## config.mk

```make
export PLATFORM = sky130hd
export DESIGN_NAME = pipe_stage_skid
export DESIGN_NICKNAME = d
export VERILOG_FILES = /design/src/rtl/pipe_stage_skid.sv
export SDC_FILE = /design/constraint.sdc
export NUM_CORES = 1
export LEC_CHECK = 0
export BUFFER_PORTS_ARGS = -buffer_cell sky130_fd_sc_hd__buf_2
export CAP_MARGIN = 20
export CORE_MARGIN = 8
export CORE_UTILIZATION = 49
export DETAILED_ROUTE_END_ITERATION = 12
export HOLD_SLACK_MARGIN = 0.12
export MAX_ROUTING_LAYER = met4
export PLACE_DENSITY = 0.83
export SETUP_SLACK_MARGIN = 0.02
export SLEW_MARGIN = 5
export SYNTH_ARGS = -nofsm -noshare
export SYNTH_HDL_FRONTEND = slang
export SYNTH_SLANG_ARGS = --single-unit
```

## constraint.sdc

```tcl
create_clock -name clk -period 3 [get_ports clk]
set_input_delay 0.15 -clock clk [delete_from_list [all_inputs] [get_ports clk]]
set_output_delay 0.15 -clock clk [all_outputs]
set_load 0.01 [all_outputs]
```

## src/rtl/pipe_stage_skid.sv

```systemverilog
// -----------------------------------------------------------------------------
// pipe_stage_skid
//   Generic pipeline stage register. It carries an opaque W-bit payload with a
//   valid/ready handshake. A second (skid) entry absorbs the one beat that can
//   arrive after the downstream side stalls, so in_ready is a plain register
//   output with no combinational path from out_ready.
//   A flush either drops every held entry (FLUSH_MODE=0) or rewrites the held
//   entries as bubbles (FLUSH_MODE=1): the BUBBLE_MASK bits are forced to
//   BUBBLE_VAL, and the valid bits and unmasked payload bits are left alone.
//   flush_cnt counts the entries dropped or bubbled since reset. It saturates
//   at all-ones.
//
// Handshake: a beat transfers on a rising edge where valid and ready are both
//   high. A source holds valid and its payload stable until that edge. ready
//   may be high with no valid present. The stage keeps out_data stable while
//   out_valid & ~out_ready. The one exception is a FLUSH_MODE=1 flush, which
//   rewrites the held payload into a bubble.
//
// Ports
//   clk        in   1      clock, rising edge
//   rst        in   1      synchronous reset, active low
//   flush      in   1      synchronous flush request
//   in_valid   in   1      upstream payload valid
//   in_ready   out  1      stage can accept (low during reset)
//   in_data    in   W      upstream payload
//   out_valid  out  1      out_data valid
//   out_ready  in   1      downstream accepts
//   out_data   out  W      main register, direct flop output
//   occupancy  out  2      entries held (0..2); also the state observation port
//   flush_cnt  out  CNT_W  saturating count of flushed entries
// -----------------------------------------------------------------------------
module pipe_stage_skid #(
  parameter int             W           = 32,
  parameter int             FLUSH_MODE  = 0,
  parameter logic [W-1:0]   BUBBLE_MASK = '0,
  parameter logic [W-1:0]   BUBBLE_VAL  = '0,
  parameter logic [W-1:0]   RESET_VAL   = '0,
  parameter int             CNT_W       = 8
) (
  input  logic             clk,
  input  logic             rst,
  input  logic             flush,
  input  logic             in_valid,
  output logic             in_ready,
  input  logic [W-1:0]     in_data,
  output logic             out_valid,
  input  logic             out_ready,
  output logic [W-1:0]     out_data,
  output logic [1:0]       occupancy,
  output logic [CNT_W-1:0] flush_cnt
);

  localparam int CW1 = CNT_W + 1;

  logic             r_main_v;
  logic             r_skid_v;
  logic [W-1:0]     r_main_data;
  logic [W-1:0]     r_skid_data;
  logic [CNT_W-1:0] r_flush_cnt;

  logic             w_in_xfer;
  logic             w_out_xfer;
  logic             w_main_v_nxt;
  logic             w_skid_v_nxt;
  logic [W-1:0]     w_main_d_nxt;
  logic [W-1:0]     w_skid_d_nxt;
  logic [1:0]       w_kill_cnt;
  logic [CW1-1:0]   w_cnt_sum;
  logic [CNT_W-1:0] w_cnt_nxt;

  function automatic logic [W-1:0] f_bubble(input logic [W-1:0] d);
    return (d & ~BUBBLE_MASK) | (BUBBLE_VAL & BUBBLE_MASK);
  endfunction

  // The skid entry is full exactly when no more input can be absorbed.
  assign in_ready  = rst & ~r_skid_v;
  assign out_valid = r_main_v;
  assign out_data  = r_main_data;
  assign occupancy = {1'b0, r_main_v} + {1'b0, r_skid_v};
  assign flush_cnt = r_flush_cnt;

  assign w_in_xfer  = in_valid & in_ready;
  assign w_out_xfer = r_main_v & out_ready;

  always_comb begin
    w_main_v_nxt = r_main_v;
    w_skid_v_nxt = r_skid_v;
    w_main_d_nxt = r_main_data;
    w_skid_d_nxt = r_skid_data;
    w_kill_cnt   = 2'd0;
    w_cnt_sum    = '0;
    w_cnt_nxt    = r_flush_cnt;

    // Normal movement. When skid_v=1, in_ready is low, so a freed main
    // register can only refill from the skid entry.
    if (~r_main_v | w_out_xfer) begin
      if (r_skid_v) begin
        w_main_v_nxt = 1'b1;
        w_main_d_nxt = r_skid_data;
        w_skid_v_nxt = 1'b0;
      end else if (w_in_xfer) begin
        w_main_v_nxt = 1'b1;
        w_main_d_nxt = in_data;
      end else begin
        w_main_v_nxt = 1'b0;
      end
    end else if (w_in_xfer) begin
      w_skid_v_nxt = 1'b1;
      w_skid_d_nxt = in_data;
    end

    // After the movement above, the valid entries are exactly the held
    // entries that did not leave plus any accepted input. Those are the
    // entries a flush kills or bubbles.
    w_kill_cnt = {1'b0, w_main_v_nxt} + {1'b0, w_skid_v_nxt};

    if (flush) begin
      if (FLUSH_MODE == 0) begin
        w_main_v_nxt = 1'b0;
        w_skid_v_nxt = 1'b0;
      end else begin
        if (w_main_v_nxt) w_main_d_nxt = f_bubble(w_main_d_nxt);
        if (w_skid_v_nxt) w_skid_d_nxt = f_bubble(w_skid_d_nxt);
      end
      w_cnt_sum = {1'b0, r_flush_cnt} + CW1'(w_kill_cnt);
      w_cnt_nxt = w_cnt_sum[CNT_W] ? {CNT_W{1'b1}} : w_cnt_sum[CNT_W-1:0];
    end
  end

  always_ff @(posedge clk) begin
    if (!rst) begin
      r_main_v    <= 1'b0;
      r_skid_v    <= 1'b0;
      r_main_data <= RESET_VAL;
      r_skid_data <= RESET_VAL;
      r_flush_cnt <= '0;
    end else begin
      r_main_v    <= w_main_v_nxt;
      r_skid_v    <= w_skid_v_nxt;
      r_main_data <= w_main_d_nxt;
      r_skid_data <= w_skid_d_nxt;
      r_flush_cnt <= w_cnt_nxt;
    end
  end

endmodule
```

== After elaboration in Yosys (flattened, before gate mapping) ==
Index checks and enable logic that the tools add are counted.

* $add $sub $neg: 3
* Multiplexer cells: 8
* Bitwise logic cells: 8
* Reductions and logical operators: 4

{| class="wikitable"
|+ Operator list
! kind !! count
|-
| $mux 32 || 2
|-
| $add 8x2->9 || 1
|-
| $mux 8 || 1
|-
| $mux 1 || 5
|-
| $add 1x1->2 || 2
|-
| $not 1->1 || 4
|-
| $reduce_and 2->1 || 2
|-
| $and 1x1->1 || 3
|-
| $reduce_bool 2->1 || 1
|-
| $reduce_or 2->1 || 1
|-
| $or 1x1->1 || 1
|}

* Flip-flop bits (word level): 74

== Longest topological paths before layout ==
* Depth in word-level cells: 9
* Depth in mapped cells: 8
* Mapped depth without buffers: 6

== Worst setup path before layout ==
Ideal clock, no wire load.

* Path kind: flip-flop to flip-flop
* From: reg r_main_v, in the netlist out_valid
* To: reg r_flush_cnt[5], in the netlist flush_cnt[5]
* Library setup time: 0.091 ns
* Arrival: 2.030 ns
* Data required time: 2.909 ns
* Setup slack: 0.879 ns
* Cell stages (with the launch flop): 9
* Clock period less this slack: 2.121 ns
* Cell sequence: dfxtp_1 -> nand2b_1 -> buf_2 -> clkbuf_1 -> nor2_1 -> fa_1 -> and4_1 -> and3_1 -> a311oi_1

* Word-level cells in the longest chain between the ends: 6
* Elaborated cells between the ends (all ways): 8

{| class="wikitable"
|+ Ends and longest elaborated chain
! item !! line !! RTL
|-
| start, declared || 55 || <nowiki>logic r_main_v;</nowiki>
|-
| start signal, assigned || 138 || <nowiki>r_main_v <= w_main_v_nxt;</nowiki>
|-
| $and 1x1->1 or $not 1->1 (tied branches) || 83, 96 ||
|-
| $or 1x1->1 || 96 || <nowiki>if (~r_main_v | w_out_xfer) begin</nowiki>
|-
| $mux 1 || 96 ||
|-
| $add 1x1->2 * || 115 || <nowiki>w_kill_cnt = {1'b0, w_main_v_nxt} + {1'b0, w_skid_v_nxt};</nowiki>
|-
| $add 8x2->9 * || 125 || <nowiki>w_cnt_sum = {1'b0, r_flush_cnt} + CW1'(w_kill_cnt);</nowiki>
|-
| $mux 8 * || 126 || <nowiki>w_cnt_nxt = w_cnt_sum[CNT_W] ? {CNT_W{1'b1}} : w_cnt_sum[CNT_W-1:0];</nowiki>
|-
| end signal, assigned || 142 || <nowiki>r_flush_cnt <= w_cnt_nxt;</nowiki>
|-
| end, declared || 59 || <nowiki>logic [CNT_W-1:0] r_flush_cnt;</nowiki>
|}

Mark *: on every way between the ends. The rest lies on a longest branch, timed or not.
A chain may end at the register's enable or synchronous reset.

== Final worst setup path ==
* From: reg r_skid_v
* To: reg r_flush_cnt[5], in the netlist flush_cnt[5]

* Word-level cells in the longest chain between the ends: 9
* Elaborated cells between the ends (all ways): 11

{| class="wikitable"
|+ Ends and longest elaborated chain
! item !! line !! RTL
|-
| start, declared || 56 || <nowiki>logic r_skid_v;</nowiki>
|-
| start signal, assigned || 139 || <nowiki>r_skid_v <= w_skid_v_nxt;</nowiki>
|-
| $not 1->1 || 76 || <nowiki>assign in_ready = rst & ~r_skid_v;</nowiki>
|-
| $and 1x1->1 || 76 ||
|-
| $and 1x1->1 || 82 || <nowiki>assign w_in_xfer = in_valid & in_ready;</nowiki>
|-
| $mux 1 || 101 || <nowiki>end else if (w_in_xfer) begin</nowiki>
|-
| $mux 1 || 97 || <nowiki>if (r_skid_v) begin</nowiki>
|-
| $mux 1 || 96 ||
|-
| $add 1x1->2 * || 115 ||
|-
| $add 8x2->9 * || 125 ||
|-
| $mux 8 * || 126 ||
|}

Marked as above.

==> flow_metrics.py <==
metrics = {
    "timing": {
        "tns_ns": 0,
        "layout_min_cycle_time_ns": 2.10,
        "skew_ns": 0.00631,
        "finalCritPeriodShare": 0.700,
        "finalSetupViolCount": 0,
        "slew_headroom": 0.498,
        "finalHoldViolCount": 0,
        "finalMaxSlewViolations": 0,
        "rsz0062_at_grt": "false",
        "worst_pin_slew_ns": 0.752,
        "fmax_ghz": 0.476,
    },
    "clock_tree": {
        "clk_latency_ns": 0.35,
        "clock-sinks": 74,
        "cts_tree": "built",
        "cts_resized": 0,
        "cts_buffers": 9,
        "htreeDepth": 3,
        "clk_pin_slew_ns": 0.08,
        "ctsHoldBuffers": 0,
        "cts_root_buf": "clkbuf_8",
        "clockBufferDepth": 2,
        "postCtsSetupRepairBufs": 0,
    },
    "synth": {
        "syn_inst": 343,
        "synth_warnings": 0,
        "yosys.area.top_type": "dfxtp_1",
        "synth_ff_type": "dfxtp_1",
        "synth_top_area_share": 0.419,
        "synthTopCellsByArea": "dfxtp_1 (42%), a211oi_2 (11%), mux2i_1 (9.1%)",
        "postSynthAreaPerCell_um2": 10.3,
        "synthArstFlopShare": 0,
        "yosysSeqAreaShare": 0.419,
        "ys_ff_latch": 74,
        "synth_edf_count": 0,
        "synth_area_um2": 3530,
        "synth_fp_nets": 382,
        "ys_types": 35,
    },
    "routing": {
        "postRouteAntennaNets": 0,
        "wl_per_cell_um": 16.5,
        "drc": 0,
        "vias": 2837,
        "drt_iter0_markers": 127,
        "firstDrtPassIters": 4,
        "routed_via_density": 5.57,
        "wl_um": 8400,
    },
    "power": {
        "sw_frac_of_total": 0.250,
        "p_comb_frac": 0.110,
        "p_int_mw": 1.60,
        "p_sw_mw": 0.534,
        "irDropWorstVdd_v": 0.000290,
        "power_frac_clock": 0.407,
        "power.density_nw_per_um2": 516,
        "p_leak_nw": 1.75,
        "p_seq_frac": 0.483,
    },
    "critical_path": {
        "r2r-start": "r_skid_v",
        "slowest_stage": "fa_1",
        "path_buf_inv": 0,
        "reg2reg_depth": 6,
        "path_max_fanout": 13,
        "critical_path_required_ns": 3.25,
        "cp_slowest_stage_delay_ns": 0.45,
        "worst_setup_path_start_kind": "register",
        "critPathTopFamily": "compound AO/OA/AOI/OAI gates",
        "cp_cell_sequence": "a21oi_1 -> nor2_1 -> fa_1 -> and4_1 -> and3_1 -> a311oi_1",
        "rrSetupSlack_ns": 0.90,
        "worstSetupPathType": "reg2reg",
        "cp.arrival_ns": 2.35,
        "worst_r2r_endpoint": "flush_cnt[5]",
        "critPathCaptureType": "register",
    },
    "placed_design": {
        "gp_congestion": 0.840,
        "hpwl_um": 5560,
        "portBuffers": 80,
        "placed_cell_area_um2": 3900,
    },
    "hold_path": {
        "hp-start": "flush",
        "min_to": "out_valid",
        "min_path_cells": 3,
        "holdCritPathClass": "in2reg",
    },
    "floorplan": {
        "die_w_um": 101,
        "dieHeight_um": 101,
        "core_um2": 7140,
        "row_count": 31,
        "io_pins": 81,
        "initial_utilization": 0.495,
        "dieArea_um2": 10200,
    },
    "finish": {
        "nets": 444,
        "synthToLayoutAreaGrowth_pct": 17.3,
        "layout-drive-gt1-share": 0.339,
        "finish.instance_area_um2": 4150,
        "num_antenna_cells": 0,
        "postLayoutCoreUtil": 0.581,
    },
    "job": {
        "drv_cap": 0,
    },
    "global_routing": {
        "grt_pass1_wl_um": 13800,
        "grtUsageTotal": 0.174,
        "grt_pass1_vias": 2864,
        "grt_start_max_net_pins": 65,
        "antenna_found_initial": 0,
        "overflow": 0,
    },
    "status": {
        "status": "finished, final reports clean",
    },
}
[worst reg2reg max path, stage by stage, from the launching register on]
cell      delay (ns)
dfxtp_2         0.43
a21oi_1         0.32
nor2_1          0.11
fa_1            0.45
and4_1          0.25
and3_1          0.20
a311oi_1        0.27
[power groups by stage]
stage / sequential, mW / clock, mW / combinational [mW]
4_1_cts: 1.03 / 0.892 / 0.237
6_report: 1.03 / 0.870 / 0.235
2_1_floorplan: 1.07 / 0 / 0.134
3_3_place_gp: 1.05 / 0 / 0.230
5_1_grt: 1.04 / 0.928 / 0.257
3_5_place_dp: 1.06 / 0 / 0.235
[cell type report]
cell class	count	area, um2
fill	653	2990
clock buffer	10	138
clock inverter	6	88.8
tap	99	124
sequential	74	1480
multi-input combinational	231	1830
inverter	2	7.51
timing repair buffer	87	478
[how the worst max path moves through the flow]
stage / from / endpoint / slack, ns / depth (start not counted)
floorplan: out_valid / flush_cnt[5] / 0.88 / 8
global placement: in_valid / flush_cnt[5] / 0.95 / 7
detailed placement: in_valid / flush_cnt[5] / 0.84 / 7
CTS: r_skid_v / flush_cnt[5] / 0.91 / 6
global route: r_skid_v / flush_cnt[5] / 0.80 / 6
finish: r_skid_v / flush_cnt[5] / 0.90 / 6
[cells by family after synthesis]
kind of cell,share of synthesized area
compound gates,0.324
fa+ha+maj,0.00920
buf+inv,0.0644
flops,0.419
mux,0.0938
simple gates,0.0899
[cell usage after synthesis (2+ instances only)]
| cell | n |
|---|---|
| a211oi_1 | 3 |
| a211oi_2 | 30 |
| a21boi_0 | 8 |
| a21boi_1 | 24 |
| a21oi_1 | 35 |
| a41oi_1 | 2 |
| and3_1 | 34 |
| buf_2 | 5 |
| buf_4 | 3 |
| buf_6 | 9 |
| clkbuf_1 | 18 |
| dfxtp_1 | 74 |
| mux2i_1 | 32 |
| nand2_1 | 2 |
| nand2b_1 | 2 |
| nand3_1 | 2 |
| nor2_1 | 4 |
| nor3_1 | 4 |
| o21a_1 | 35 |
| o21ai_0 | 2 |
[state kept, by name, summed over array words and instances, names as in the netlist]
| register | count |
|---|---|
| out_data | 32 |
| r_skid_data | 32 |
| flush_cnt | 8 |
| out_valid | 1 |
| r_skid_v | 1 |
[per-layer routing]
| metal | global-route usage | up-vias | routed length, um |
|---|---|---|---|
| met4 | 0.0412 | 0 | 78 |
| met1 | 0.199 | 1362 | 3870 |
| met2 | 0.291 | 73 | 4010 |
| met3 | 0.0539 | 7 | 449 |
| li1 | - | 1395 | - |
| met5 | - | - | 0 |
[cell usage in the layout, fill, tap and decap left out, types with 3 or more instances in the layout]
| cell | count |
|---|---|
| buf_4 | 5 |
| o21a_1 | 35 |
| nor3_1 | 4 |
| and3_1 | 34 |
| nor2_1 | 4 |
| a211oi_2 | 30 |
| a21oi_1 | 35 |
| dfxtp_1 | 73 |
| a21boi_1 | 24 |
| clkbuf_8 | 10 |
| a211oi_1 | 3 |
| mux2i_1 | 32 |
| buf_2 | 80 |
| a21boi_0 | 8 |
[metrics by stage]
step	instances	setup slack (ns)	power [mW]	hold WS [ns]
detailed placement	492	0.836	1.29	0.505
CTS	508	0.912	2.16	0.124
global route	509	0.796	2.22	0.146
finish	509	0.899	2.14	0.148
floorplan	343	0.879	1.20	0.304
global placement	492	0.947	1.28	0.489
(Power assumes the default switching activity.)
